**config.mk**
```make
export PLATFORM = sky130hd
export DESIGN_NAME = instr_mem_loader
export DESIGN_NICKNAME = d
export VERILOG_FILES = /design/src/rtl/riscv_pkg.sv /design/src/rtl/instr_mem_loader_byte_assembler.sv /design/src/rtl/instr_mem_loader.sv
export SDC_FILE = /design/constraint.sdc
export NUM_CORES = 1
export LEC_CHECK = 0
export BUFFER_PORTS_ARGS = -buffer_cell sky130_fd_sc_hd__buf_2
export CORE_ASPECT_RATIO = 0.75
export CORE_MARGIN = 5
export CORE_UTILIZATION = 35
export DETAILED_ROUTE_END_ITERATION = 6
export GPL_TIMING_DRIVEN = 0
export REMOVE_ABC_BUFFERS = 1
export SYNTH_ARGS = -nofsm -noshare
export SYNTH_HDL_FRONTEND = slang
export SYNTH_SLANG_ARGS = --single-unit
```
**constraint.sdc**
```tcl
create_clock -name clk -period 3.1 [get_ports clk]
set_clock_uncertainty 0.1 [all_clocks]
set_input_delay 0.62 -clock clk [delete_from_list [all_inputs] [get_ports clk]]
set_output_delay 0.62 -clock clk [all_outputs]
set_load 0.01 [all_outputs]
```
**src/rtl/riscv_pkg.sv**
```systemverilog
// Shared definitions for the instruction-memory boot loader.
//   state_t : loader FSM encoding
//   NOP     : instruction presented to the CPU while it is stalled (addi x0,x0,0)
package riscv_pkg;

    typedef enum logic [2:0] {
        IDLE,
        HDR,
        DATA,
        WRITE,
        CHK,
        DONE,
        ERR
    } state_t;

    localparam logic [31:0] NOP = 32'h0000_0013;

endpackage

```
**src/rtl/instr_mem_loader_byte_assembler.sv**
```systemverilog
// byte_assembler: packs a little-endian byte stream into 32-bit words.
//   clk, rst_n  : clock, async active-low reset
//   clr         : synchronous clear of byte counter and shift register
//   en          : a byte is accepted this cycle
//   din         : the byte
//   word_valid  : combinational pulse, high on the cycle the 4th byte is accepted
//   word        : assembled word (valid with word_valid); first byte in [7:0]
module byte_assembler (
    input  logic        clk,
    input  logic        rst_n,
    input  logic        clr,
    input  logic        en,
    input  logic [7:0]  din,
    output logic        word_valid,
    output logic [31:0] word
);

    logic [1:0]  cnt;
    // Only three bytes ever need to be held: the fourth comes straight from din,
    // so the word is available in the same cycle it completes.
    logic [23:0] sr;

    assign word       = {din, sr};
    assign word_valid = en && (cnt == 2'd3);

    always_ff @(posedge clk or negedge rst_n) begin
        if (!rst_n) begin
            cnt <= '0;
            sr  <= '0;
        end else if (clr) begin
            cnt <= '0;
            sr  <= '0;
        end else if (en) begin
            cnt <= cnt + 2'd1;          // wraps 3 -> 0 at each word boundary
            sr  <= word[31:8];
        end
    end

endmodule

```
**src/rtl/instr_mem_loader.sv**
```systemverilog
// instr_mem_loader: boot-time loader for the instruction memory.
// Receives a byte stream (4-byte LE word count N, then N LE words), writes the
// words to addresses 0..N-1 through the memory's single port, then hands the
// port to the CPU fetch path and releases the stall.
// Optional: define INSTR_MEM_LOADER_CHECKSUM_EN to require a trailing 4-byte
// word equal to the mod-2^32 sum of all data words.
// Ports:
//   clk, rst_n                 clock, async active-low reset
//   start                      pulse: (re)load an image (ignored while busy)
//   byte_valid/byte_data/byte_ready   stream input handshake
//   cpu_adr / cpu_instr / cpu_stall   CPU fetch side
//   mem_adr / mem_load / mem_in / mem_out   memory port (combinational read)
//   busy, done, error          status; error is sticky until start or reset
module instr_mem_loader
    import riscv_pkg::*;
#(
    parameter int MEM_SIZE = 1024,
    parameter int ADR_W    = 32
) (
    input  logic             clk,
    input  logic             rst_n,
    input  logic             start,
    input  logic             byte_valid,
    input  logic [7:0]       byte_data,
    output logic             byte_ready,
    input  logic [ADR_W-1:0] cpu_adr,
    output logic [31:0]      cpu_instr,
    output logic             cpu_stall,
    output logic [ADR_W-1:0] mem_adr,
    output logic             mem_load,
    output logic [31:0]      mem_in,
    input  logic [31:0]      mem_out,
    output logic             busy,
    output logic             done,
    output logic             error
);

    // One extra bit so a count of exactly MEM_SIZE fits without wrapping.
    localparam int CNT_W = $clog2(MEM_SIZE) + 1;

    state_t           state, state_nxt;
    logic [CNT_W-1:0] wcnt, nwords, wcnt_inc;
    logic [31:0]      wdata;
    logic             accept, restart;
    logic             asm_vld;
    logic [31:0]      asm_word;
`ifdef INSTR_MEM_LOADER_CHECKSUM_EN
    logic [31:0]      sum;
`endif

    assign accept   = byte_valid && byte_ready;
    assign restart  = start && (state == IDLE || state == DONE || state == ERR);
    assign wcnt_inc = wcnt + CNT_W'(1);

    byte_assembler u_asm (
        .clk        (clk),
        .rst_n      (rst_n),
        .clr        (restart),
        .en         (accept),
        .din        (byte_data),
        .word_valid (asm_vld),
        .word       (asm_word)
    );

    always_ff @(posedge clk or negedge rst_n) begin
        if (!rst_n) state <= IDLE;
        else        state <= state_nxt;
    end

    always_comb begin
        state_nxt  = state;
        byte_ready = 1'b0;
        mem_load   = 1'b0;
        busy       = 1'b0;
        done       = 1'b0;
        error      = 1'b0;
        cpu_stall  = 1'b1;
        cpu_instr  = NOP;
        mem_adr    = ADR_W'(wcnt);
        mem_in     = wdata;
        case (state)
            IDLE: begin
                if (start) state_nxt = HDR;
            end
            HDR: begin
                byte_ready = 1'b1;
                busy       = 1'b1;
                if (asm_vld) begin
                    if (asm_word == 32'd0)                state_nxt = DONE;
                    else if (asm_word > 32'(MEM_SIZE))    state_nxt = ERR;
                    else                                  state_nxt = DATA;
                end
            end
            DATA: begin
                byte_ready = 1'b1;
                busy       = 1'b1;
                if (asm_vld) state_nxt = WRITE;
            end
            WRITE: begin
                busy     = 1'b1;
                mem_load = 1'b1;
                if (wcnt_inc == nwords) begin
`ifdef INSTR_MEM_LOADER_CHECKSUM_EN
                    state_nxt = CHK;
`else
                    state_nxt = DONE;
`endif
                end else begin
                    state_nxt = DATA;
                end
            end
`ifdef INSTR_MEM_LOADER_CHECKSUM_EN
            CHK: begin
                byte_ready = 1'b1;
                busy       = 1'b1;
                if (asm_vld) state_nxt = (asm_word == sum) ? DONE : ERR;
            end
`endif
            DONE: begin
                done      = 1'b1;
                cpu_stall = 1'b0;
                mem_adr   = cpu_adr;
                cpu_instr = mem_out;
                if (start) state_nxt = HDR;
            end
            ERR: begin
                error = 1'b1;
                if (start) state_nxt = HDR;
            end
            default: state_nxt = IDLE;
        endcase
    end

    always_ff @(posedge clk or negedge rst_n) begin
        if (!rst_n) begin
            wcnt   <= '0;
            nwords <= '0;
            wdata  <= '0;
`ifdef INSTR_MEM_LOADER_CHECKSUM_EN
            sum    <= '0;
`endif
        end else begin
            if (restart) begin
                wcnt <= '0;
`ifdef INSTR_MEM_LOADER_CHECKSUM_EN
                sum  <= '0;
`endif
            end
            // Only counts already range-checked against MEM_SIZE reach DATA,
            // so the truncated value is exact whenever it is used.
            if (state == HDR && asm_vld) nwords <= asm_word[CNT_W-1:0];
            if (state == DATA && asm_vld) wdata <= asm_word;
            if (state == WRITE) begin
                wcnt <= wcnt_inc;
`ifdef INSTR_MEM_LOADER_CHECKSUM_EN
                sum  <= sum + wdata;
`endif
            end
        end
    end

endmodule

```
Yosys cells after proc, flatten, opt, wreduce, memory -nomap -nowiden
Index checks and enable logic that the tools add are counted.
W data, S select, Z words.
- register bits: 83
- input bits: 76
- output and inout port bits: 102
- add/sub/neg operators: 2
- $lt $le $gt $ge: 1
- equality and inequality tests: 10
- mux-type cells: 21
- reduce and logical (&&, ||, !) cells: 15
- operators by type and width (operator ; count):
    $mux W32 ; 2
    $mux W24 ; 2
    $gt A32 B11 Y1 const B ; 1
    $logic_not A32 Y1 ; 1
    $mux W11 ; 2
    $mux W3 ; 6
    $pmux W3 S4 ; 1
    $add A11 B1 Y11 const B ; 1
    $eq A11 B11 Y1 ; 1
    $eq A3 B2 Y1 const B ; 2
    $eq A3 B3 Y1 const B ; 2
    $mux W1 ; 6
    $reduce_or A3 Y1 ; 2
    $logic_and A1 B1 Y1 ; 5
    $mux W2 ; 2
    $ne A2 B2 Y1 const B ; 2
    $reduce_bool A2 Y1 ; 2
    $eq A3 B1 Y1 const B ; 1
    $logic_not A3 Y1 ; 1
    $reduce_and A3 Y1 ; 1
    $add A2 B1 Y2 const B ; 1
    $eq A2 B2 Y1 const B ; 1
    $logic_or A1 B1 Y1 ; 2
    $ne A2 B1 Y1 const B ; 1
    $reduce_or A2 Y1 ; 1

Logic depth before layout (Yosys ltp)
Gate-level depths: netlist of run 1.
- depth in word-level cells: 7
- depth in mapped cells: 9

Cells and area by module
From an unflattened synthesis of run 1, not the netlist that was laid out.
- cell total of the unflattened synthesis: 428
- area, all modules: 4425.5 sq um
- modules (own cells, without submodules) (module ; times used ; cells each ; area each (sq um) ; sequential area each (sq um)):
    instr_mem_loader ; 1 ; 334 ; 3271.9 ; 1426.4
    byte_assembler ; 1 ; 94 ; 1153.6 ; 650.6

Worst setup path after synthesis of run 1
Ideal clock, no wire load.
- path kind: flip-flop to output port
- start point: register state[1]
- end point: output cpu_instr[27]
- arrival: 1.635 ns
- data required time: 2.380 ns
- setup slack: 0.745 ns
- cell stages (with the launch flop): 7
- path through: dfrtp_1 > buf_2 > nand2b_1 > nor2_1 > clkbuf_1 > clkbuf_1 > and2_1
- word-level cells in the longest chain between the ends: 2
- ends and longest elaborated chain (item ; line ; RTL):
    start, declared ; instr_mem_loader.sv:41 ; state_t state, state_nxt;
    start signal, assigned ; instr_mem_loader.sv:67 ; else state <= state_nxt;
    $eq A3 B3 Y1 ; instr_mem_loader.sv:81 ; case (state)
    $mux W32 ; instr_mem_loader.sv:81 ;
    end, declared ; instr_mem_loader.sv:27 ; output logic [31:0] cpu_instr,
No other way between the ends.

Final worst setup path of run 1
- start point: register state[2]
- end point: output mem_adr[7]
- word-level cells in the longest chain between the ends: 2
- ends and longest elaborated chain (item ; line ; RTL):
    $eq A3 B3 Y1 ; instr_mem_loader.sv:81 ;
    $mux W32 ; instr_mem_loader.sv:81 ;
    end, declared ; instr_mem_loader.sv:29 ; output logic [ADR_W-1:0] mem_adr,
No other way between the ends.

==> results of run 1 <==
[flip-flops by register name, summed over array words and instances (netlist names)]
| name | count |
|---|---|
| u_asm.sr | 24 |
| mem_in | 32 |
| u_asm.cnt | 2 |
| wcnt | 11 |
| nwords | 11 |
| state | 3 |
[worst max-delay path: stages (launching register included)]
cell and delay, ns:
dfrtp_1 0.54, inv_1 0.31, nor2_4 0.46, mux2_2 0.39, buf_2 0.14
[worst paths after layout]
kind,end,slack [ns],from,cells after the start
setup / recovery,mem_adr[7],0.20,state[2],4
hold / removal,mem_in[14],0.05,rst_n,1
setup reg to reg,state[1],0.56,wcnt[0],7
hold reg to reg,mem_in[13],0.40,mem_in[13],1
max in group asynchronous,nwords[9],2.26,rst_n,2
min in group clk,mem_in[13],0.40,mem_in[13],1
[cells by family (layout without fill, tap and decap cells)]
group                    after synthesis  in the layout  share of synthesized area, %
AND/OR/NAND/NOR                      176            178                          20.9
adder cells (fa/ha/maj)                2              2                         0.580
buffers and inverters                 36            202                          3.68
AO/OA/AOI/OAI                         67             67                          8.94
multiplexers                          54             54                          14.0
XOR/XNOR                              18             18                          3.66
flip-flops                            83             83                          48.2
[through the flow]
step                total power [µW]  utilization (%)
CTS                             4440             46.3
floorplan                       2740                -
global placement                3320             43.3
finish                          4420             46.4
global route                    4730             46.4
detailed placement              3420             43.9
[timing repair]
action	4_1_cts	5_1_grt
setup endpoints to repair	9	40
gates resized for setup	1	1
pin swaps	1	1
gates cloned	1	1
[cell usage in the layout (no fill, tap or decap), drive strengths merged, types with 2 or more instances in the layout]
cell      Yosys  routed
nor2         16      18
buf          11     179
dfrtp        83      83
a21oi        36      36
clkinvlp      0       3
nor4          7       7
inv           7       9
clkbuf       18      10
ha            2       2
mux2         52      52
o41ai         2       2
and2         50      50
xnor2        11      11
nand4         3       3
nor3          7       7
xor2          7       7
o21ai        17      17
o22ai         2       2
nand2        72      72
nand3         5       5
or4           2       2
or3           4       4
and3          4       4
mux2i         2       2
[power breakdown]
part | total, µW | switching [µW] | internal, µW | leakage [µW]
registers | 1670 | 305 | 1370 | 0.00113
logic | 1760 | 1010 | 752 | 0.00171
clock network | 985 | 436 | 550 | 0.000126
total | 4420 | 1750 | 2670 | 0.00297
[layer usage]
layer	track usage (%)	part of all wire, %	wire length, µm
met2	25.0	48	5620
met3	2.79	2.5	289
met1	21.5	48	5650
met5	0	0	0
met4	3.74	0.83	97
[area by class of cell]
cell class                      count  area share, %
Multi-Input combinational cell    319           37.4
Sequential cell                    83           36.8
Timing Repair Buffer              179           16.7
Clock buffer                       10           4.05
Tap cell                          166           3.68
Clock inverter                      6          0.864
Inverter                            7          0.465
==> impl_metrics.tcl, run 1 <==
set metrics [dict create \
    status "finished clean" \
    cts.sinks 83 \
    cts_root_buffer "clkbuf_16" \
    yosys.area.top_type_share_pct 48.2 \
    power_leakage_uw 0.00297 \
    overflow 0 \
    numPlacedInstances 752 \
    initialDrtViolationCount 310 \
    syn2layout_area_growth_pct 30.9 \
    post-route-cell-area_mm2 0.00565 \
    fin_nets 677 \
    ys.flop_type "dfrtp_1" \
    avgSynthCellArea_um2 9.89 \
    wl_um 11700 \
    initial_core_util_pct 35.4 \
    row_count 35 \
    synth_cells 436 \
    drive_above_1_share_pct 43.0 \
    pwr_density_cell_mw_per_mm2 782 \
    dpl_worst_slack_ns 0.200 \
    async_flop_share_pct 100 \
    io_pins 178 \
    ctsLongestPathBuffers 2 \
    core-area_mm2 0.0122 \
    multiInputGateArea_mm2 0.00211 \
    cts.htree.levels 3 \
    rsz0062_at_grt "false" \
    final-hold-violation-count 0 \
    first_pass_iters 4 \
    slew_headroom_pct 34.4 \
    path_class "register to output port" \
    hpwlAfterDp_um 8520 \
    hold_buffers 0 \
    crit_required_ns 2.38 \
    hp-class "primary input to asynchronous set/reset pin" \
    timing.hold.ws_ns 0.0465 \
    synth_area_leaders "dfrtp_1 48%, mux2_2 14%, and2_1 7.3%, nand2_1 6.3%, a21oi_1 4.2%" \
    final_max_slew_viol_count 0 \
    routabilityCongestion 0.778 \
    num-fill-cells 1216 \
    crit_path_max_fanout 17 \
    clk_pin_slew_worst_paths_ns 0.06 \
    die_h_um 106 \
    port-buffer-count 177 \
    antennaDiodeCount 0 \
    cts_tree "built" \
    clkLatencyLatePin_ns 0.33 \
    synth-seq-cells 83 \
    syn_area_mm2 0.00431 \
    tightest_slew_ns 0.984 \
    fin_setup_tns_ns 0 \
    antenna_left 0 \
    cts_setup_buffers 0 \
    ir_drop_v 0.000418 \
    cp.arrival_ns 2.18 \
    finalWorstSetupSlack_ns 0.204 \
    yosysMostFrequentCell "dfrtp_1" \
    synth-edff-count 0 \
    clock.fmax_ghz 0.345 \
    place_area_mm2 0.00535 \
    synth_warnings 0 \
    synthDistinctLibCells 46 \
    grt_max_degree 70 \
    die-area_mm2 0.0147 \
    grt_pass1_vias 3586 \
    max_cap_viol_count 0 \
    seqCellArea_mm2 0.00208 \
    synthTopCellsByCount "83 x dfrtp_1, 72 x nand2_1, 52 x mux2_2" \
    via_count 3691 \
    numCtsBuffers 9 \
    antenna_found_initial 0 \
    drt-wirelength-per-cell_um 15.1 \
    drc 0 \
    setup_violations 0 \
    start_kind "register" \
    stdcell_count 770 \
    synth.largest_area_cell "dfrtp_1" \
    grt_pass1_wl_um 18700 \
    die_x_um 138 \
    avgViaCountPerCell 4.79 \
    grt_use_total_pct 15.4 \
    fin_crit_ns 2.90 \
    end_kind "output port" \
    ys_seq_area_share_pct 48.2 \
    period_share_pct 93.4 \
]
Power figures use the tool's default switching activity.
==> run 2, diff against run 1 <==
--- a/config.mk
+++ b/config.mk
@@ -8,9 +8,10 @@
 export BUFFER_PORTS_ARGS = -buffer_cell sky130_fd_sc_hd__buf_2
 export CORE_ASPECT_RATIO = 0.75
 export CORE_MARGIN = 5
-export CORE_UTILIZATION = 35
+export CORE_UTILIZATION = 40
 export DETAILED_ROUTE_END_ITERATION = 6
 export GPL_TIMING_DRIVEN = 0
+export PLACE_DENSITY = 0.68
 export REMOVE_ABC_BUFFERS = 1
 export SYNTH_ARGS = -nofsm -noshare
 export SYNTH_HDL_FRONTEND = slang
==> run 2 against run 1 <==
Net effect:
- setup slack got worse by 0.025 ns
- power rose by 2.3%
- via count rose by 0.95%
- final area fell by 0.22%
- sequential share of layout area rose by 0.082 points
- fmax fell by 0.86%
- combinational power barely moved
- sequential power barely moved
- wire length fell by 1.5%
- die area fell by 11%
- critical path type unchanged
- highest routed layer unchanged
==> impl_metrics.tcl, run 2 (synthesized netlist as in run 1, its figures left out) <==
set metrics [dict create \
    grt_use_total_pct 17.6 \
    period_share_pct 94.2 \
    fin_nets 677 \
    finalWorstSetupSlack_ns 0.179 \
    die-area_mm2 0.0130 \
    cts.sinks 83 \
    row_count 32 \
    final_max_slew_viol_count 0 \
    pwr_density_cell_mw_per_mm2 802 \
    drc 0 \
    cp_top_family "flip-flops" \
    core-area_mm2 0.0104 \
    crit_path_max_fanout 17 \
    wl_um 11500 \
    p_int_uw 2750 \
    layout_common_cells "176 x buf_2, 83 x dfrtp_1, 72 x nand2_1" \
    startpoint "state[2]" \
    avgViaCountPerCell 5.04 \
    cp_num_buf_inv 2 \
    grt_max_degree 60 \
    start_kind "register" \
    hpwlAfterDp_um 8360 \
    first_pass_iters 4 \
    fin_crit_ns 2.92 \
    via_count 3726 \
    final_common_cell "buf_2" \
    setup_violations 0 \
    initial_core_util_pct 41.4 \
    clock_power_share_pct 23.8 \
    num-fill-cells 969 \
    slowest_stage "dfrtp_1" \
    rsz0062_at_grt "false" \
    syn2layout_area_growth_pct 30.6 \
    clkLatencyLatePin_ns 0.33 \
    antenna_left 0 \
    max_cap_viol_count 0 \
    hp-class "primary input to asynchronous set/reset pin" \
    cts_tree "built" \
    cp_cell_sequence "inv_1, nor2_4, mux2_2, buf_2" \
    switchingPower_uw 1760 \
    combPwrFrac_pct 39.1 \
    clk_pin_slew_worst_paths_ns 0.07 \
    endpoint "mem_adr[8]" \
    tightest_slew_ns 1.02 \
    path_class "register to output port" \
    ir_drop_v 0.000475 \
    ctsLongestPathBuffers 2 \
    reg2reg_to "state[1]" \
    slew_headroom_pct 31.9 \
    reg2reg_setup_slack_ns 0.63 \
    grt_pass1_wl_um 18600 \
    die_x_um 130 \
    die_h_um 99.9 \
    fin_setup_tns_ns 0 \
    drive_above_1_share_pct 43.0 \
    final-hold-violation-count 0 \
    switching_share_pct 39.1 \
    antennaDiodeCount 0 \
    overflow 0 \
    status "finished clean" \
    sequentialPowerShare_pct 37.1 \
    grt_pass1_vias 3757 \
    critical_path.max_stage_delay_ns 0.55 \
    cp.arrival_ns 2.20 \
    port-buffer-count 177 \
    cp.depth 4 \
    report.power.total_uw 4520 \
    numCtsBuffers 9 \
    antenna_found_initial 0 \
    cts_root_buffer "clkbuf_16" \
    drt-wirelength-per-cell_um 15.5 \
    worstReg2RegStart "wcnt[0]" \
    reg2reg_depth 7 \
    clock.fmax_ghz 0.342 \
    io_pins 178 \
    initialDrtViolationCount 181 \
    crit_required_ns 2.38 \
    routabilityCongestion 0.799 \
    end_kind "output port" \
    power_leakage_uw 0.00299 \
    cts_setup_buffers 0 \
    dpl_worst_slack_ns 0.190 \
    cts.htree.levels 3 \
    largest_register_ffs 32 \
]
[run 2: power groups by stage]
| stage | sequential [µW] | combinational (µW) | clock, µW |
|---|---|---|---|
| floorplan | 1640 | 1110 | 0 |
| global placement | 1680 | 1630 | 0 |
| detailed placement | 1690 | 1730 | 0 |
| CTS | 1680 | 1770 | 1090 |
| global route | 1720 | 1990 | 1140 |
| finish | 1670 | 1770 | 1080 |
[run 2: worst min path at each step]
| stage | startpoint | to | slack [ns] | cells past startpoint |
|---|---|---|---|---|
| 6_report | rst_n | u_asm.sr[15] | 0.09 | 1 |
| 5_1_grt | rst_n | u_asm.sr[15] | 0.11 | 1 |
| 4_1_cts | rst_n | mem_in[15] | 0.10 | 1 |
| 3_5_place_dp | mem_in[0] | mem_in[0] | 0.39 | 1 |
| 3_3_place_gp | mem_in[29] | mem_in[29] | 0.38 | 1 |
| 2_1_floorplan | rst_n | mem_in[0] | 0.22 | 0 |
[run 2: metal layers]
layer,vias up,track usage (%),routed length (µm)
li1,1817,-,-
met3,12,3.99,581
met5,-,0,0
met1,1820,23.5,5090
met2,77,29.1,5650
met4,0,4.47,154
[run 2: area by class of cell]
type,count,area [µm²],share of cell area [%]
clock buffers,10,229,4.06
clock inverters,6,73.8,1.31
well taps,136,170,3.02
repair buffers,179,943,16.7
inverters,7,26.3,0.466
flip-flops and latches,83,2080,36.9
multi-input cells,319,2110,37.5
[run 2: repair_timing]
| item | 4_1_cts | 5_1_grt |
|---|---|---|
| hold buffers | 0 | 0 |
| pin swaps | 1 | 1 |
| gates cloned | 1 | 1 |
| resized for setup | 1 | 1 |
| endpoints found under the setup margin | 12 | 41 |
| hold endpoints to repair | 0 | 0 |
[run 2: per-stage QoR]
stage          cells  hold slack [ns]  util [%]  area [µm²]
2_1_floorplan    407            0.224         -        4180
3_3_place_gp     720            0.385      50.3        5240
3_5_place_dp     722            0.391      51.0        5310
4_1_cts          739            0.101      54.0        5620
5_1_grt          740            0.108      54.1        5630
6_report         740           0.0926      54.1        5630
==> run 3, diff against run 2 <==
--- a/config.mk
+++ b/config.mk
@@ -8,10 +8,10 @@
 export BUFFER_PORTS_ARGS = -buffer_cell sky130_fd_sc_hd__buf_2
 export CORE_ASPECT_RATIO = 0.75
 export CORE_MARGIN = 5
-export CORE_UTILIZATION = 40
+export CORE_UTILIZATION = 52
 export DETAILED_ROUTE_END_ITERATION = 6
 export GPL_TIMING_DRIVEN = 0
-export PLACE_DENSITY = 0.68
+export PLACE_DENSITY = 0.86
 export REMOVE_ABC_BUFFERS = 1
 export SYNTH_ARGS = -nofsm -noshare
 export SYNTH_HDL_FRONTEND = slang
==> run 3 against run 2 <==
Net effect:
- register-to-register slack worse by 0.07 ns
- fmax up 0.67%
- largest cell class unchanged
- critical endpoint is now mem_adr[1]
- flip-flop and latch count unchanged
- global-route usage up 6.6 points
- highest routed layer unchanged
- die area down 21%
- sequential power about the same
==> impl_metrics.tcl, run 3 (synthesized netlist as in run 1, its figures left out) <==
set metrics [dict create \
    status "finished clean" \
    report.power.total_uw 4310 \
    port-buffer-count 177 \
    initialDrtViolationCount 250 \
    antenna_left 0 \
    cts.sinks 83 \
    critical_path.max_stage_delay_ns 0.55 \
    cts_tree "built" \
    grt_max_degree 56 \
    reg2reg_depth 7 \
    slew_headroom_pct 37.1 \
    numCtsBuffers 9 \
    largest_register_ffs 32 \
    layout_common_cells "176 x buf_2, 83 x dfrtp_1, 72 x nand2_1" \
    fin_nets 677 \
    cp_top_family "flip-flops" \
    period_share_pct 93.6 \
    core-area_mm2 0.00799 \
    clock.fmax_ghz 0.345 \
    final_max_slew_viol_count 0 \
    rsz0062_at_grt "false" \
    hold_buffers 0 \
    avgViaCountPerCell 5.40 \
    antennaDiodeCount 0 \
    hpwlAfterDp_um 8850 \
    grt_use_total_pct 24.2 \
    cts_root_buffer "clkbuf_8" \
    wl_um 12100 \
    via_count 3832 \
    final_common_cell "buf_2" \
    clkLatencyLatePin_ns 0.35 \
    overflow 0 \
    clk_pin_slew_worst_paths_ns 0.08 \
    fin_setup_tns_ns 0 \
    max_cap_viol_count 0 \
    worstReg2RegStart "wcnt[0]" \
    first_pass_iters 4 \
    pwr_density_cell_mw_per_mm2 782 \
    reg2reg_to "state[1]" \
    ir_drop_v 0.000334 \
    slowest_stage "dfrtp_1" \
    hp-class "primary input to asynchronous set/reset pin" \
    setup_violations 0 \
    stdcell_count 709 \
    crit_required_ns 2.38 \
    power_leakage_uw 0.00295 \
    start_kind "register" \
    grt_pass1_vias 3795 \
    die_h_um 88.9 \
    cp_num_buf_inv 2 \
    initial_core_util_pct 54.0 \
    syn2layout_area_growth_pct 27.7 \
    final-hold-violation-count 0 \
    drc 0 \
    path_class "register to output port" \
    io_pins 178 \
    numPlacedInstances 691 \
    fin_crit_ns 2.90 \
    reg2reg_setup_slack_ns 0.56 \
    die_x_um 115 \
    crit_path_max_fanout 17 \
    drt-wirelength-per-cell_um 17.0 \
    tightest_slew_ns 0.943 \
    cp_cell_sequence "inv_1, nor2_4, mux2_2, buf_2" \
    cp.arrival_ns 2.18 \
    antenna_found_initial 0 \
    ctsLongestPathBuffers 2 \
    end_kind "output port" \
    cts.htree.levels 3 \
    grt_pass1_wl_um 19400 \
    routabilityCongestion 0.839 \
    die-area_mm2 0.0102 \
    drive_above_1_share_pct 43.0 \
    final_util_pct 69.0 \
    row_count 28 \
]
## run 3: cell types whose count changed in the layout (fill, tap and decap cells not counted), sizes merged
cell | previous run | this run
clkinv | 1 | 3
clkinvlp | 2 | 0
bufinv | 1 | 2
inv | 9 | 7
clkbuf | 10 | 11
## run 3: what timing repair did
action	CTS	global route
gates cloned	1	1
pin swaps	1	1
endpoints found under the setup margin	16	40
resized for setup	1	1
setup buffers	0	0
## run 3: area by class of cell
type,count,area (µm²)
fillers,592,2480
multi-input cells,319,2110
flip-flops and latches,83,2080
repair buffers,179,931
clock buffers,11,141
well taps,105,131
clock inverters,5,86.3
inverters,7,26.3
## run 3: routing by layer
metal	GRT usage [%]	vias up	routed length (µm)
met2	38.8	108	6000
met4	6.61	0	192
met1	33.0	1892	5290
met5	0	-	0
li1	-	1811	-
met3	6.15	21	601
## run 3: metrics by stage
| stage | setup WS [ns] | area [µm²] | hold slack [ns] |
|---|---|---|---|
| after floorplan | -0.378 | 4180 | 0.224 |
| after global placement | -0.932 | 5200 | 0.384 |
| after detailed placement | 0.220 | 5260 | 0.391 |
| after CTS | 0.0787 | 5500 | 0.0890 |
| after global routing | 0.00996 | 5510 | 0.0882 |
| final | 0.199 | 5510 | 0.0826 |
## run 3: worst max-delay path by stage
| stage | start | endpoint | slack [ns] | depth (start not counted) |
|---|---|---|---|---|
| after floorplan | state[1] | mem_adr[0] | -0.38 | 3 |
| after global placement | state[1] | mem_adr[10] | -0.93 | 4 |
| after detailed placement | state[1] | mem_adr[0] | 0.22 | 4 |
| after CTS | state[1] | mem_adr[0] | 0.08 | 4 |
| after global routing | state[0] | mem_load | 0.01 | 5 |
| final | state[2] | mem_adr[1] | 0.20 | 4 |
## run 3: report_power, final
part           total, µW  leakage, µW  switching (µW)  internal, µW
Sequential          1680      0.00113             321          1360
Clock                875     0.000114             395           480
Combinational       1750      0.00171            1010           738
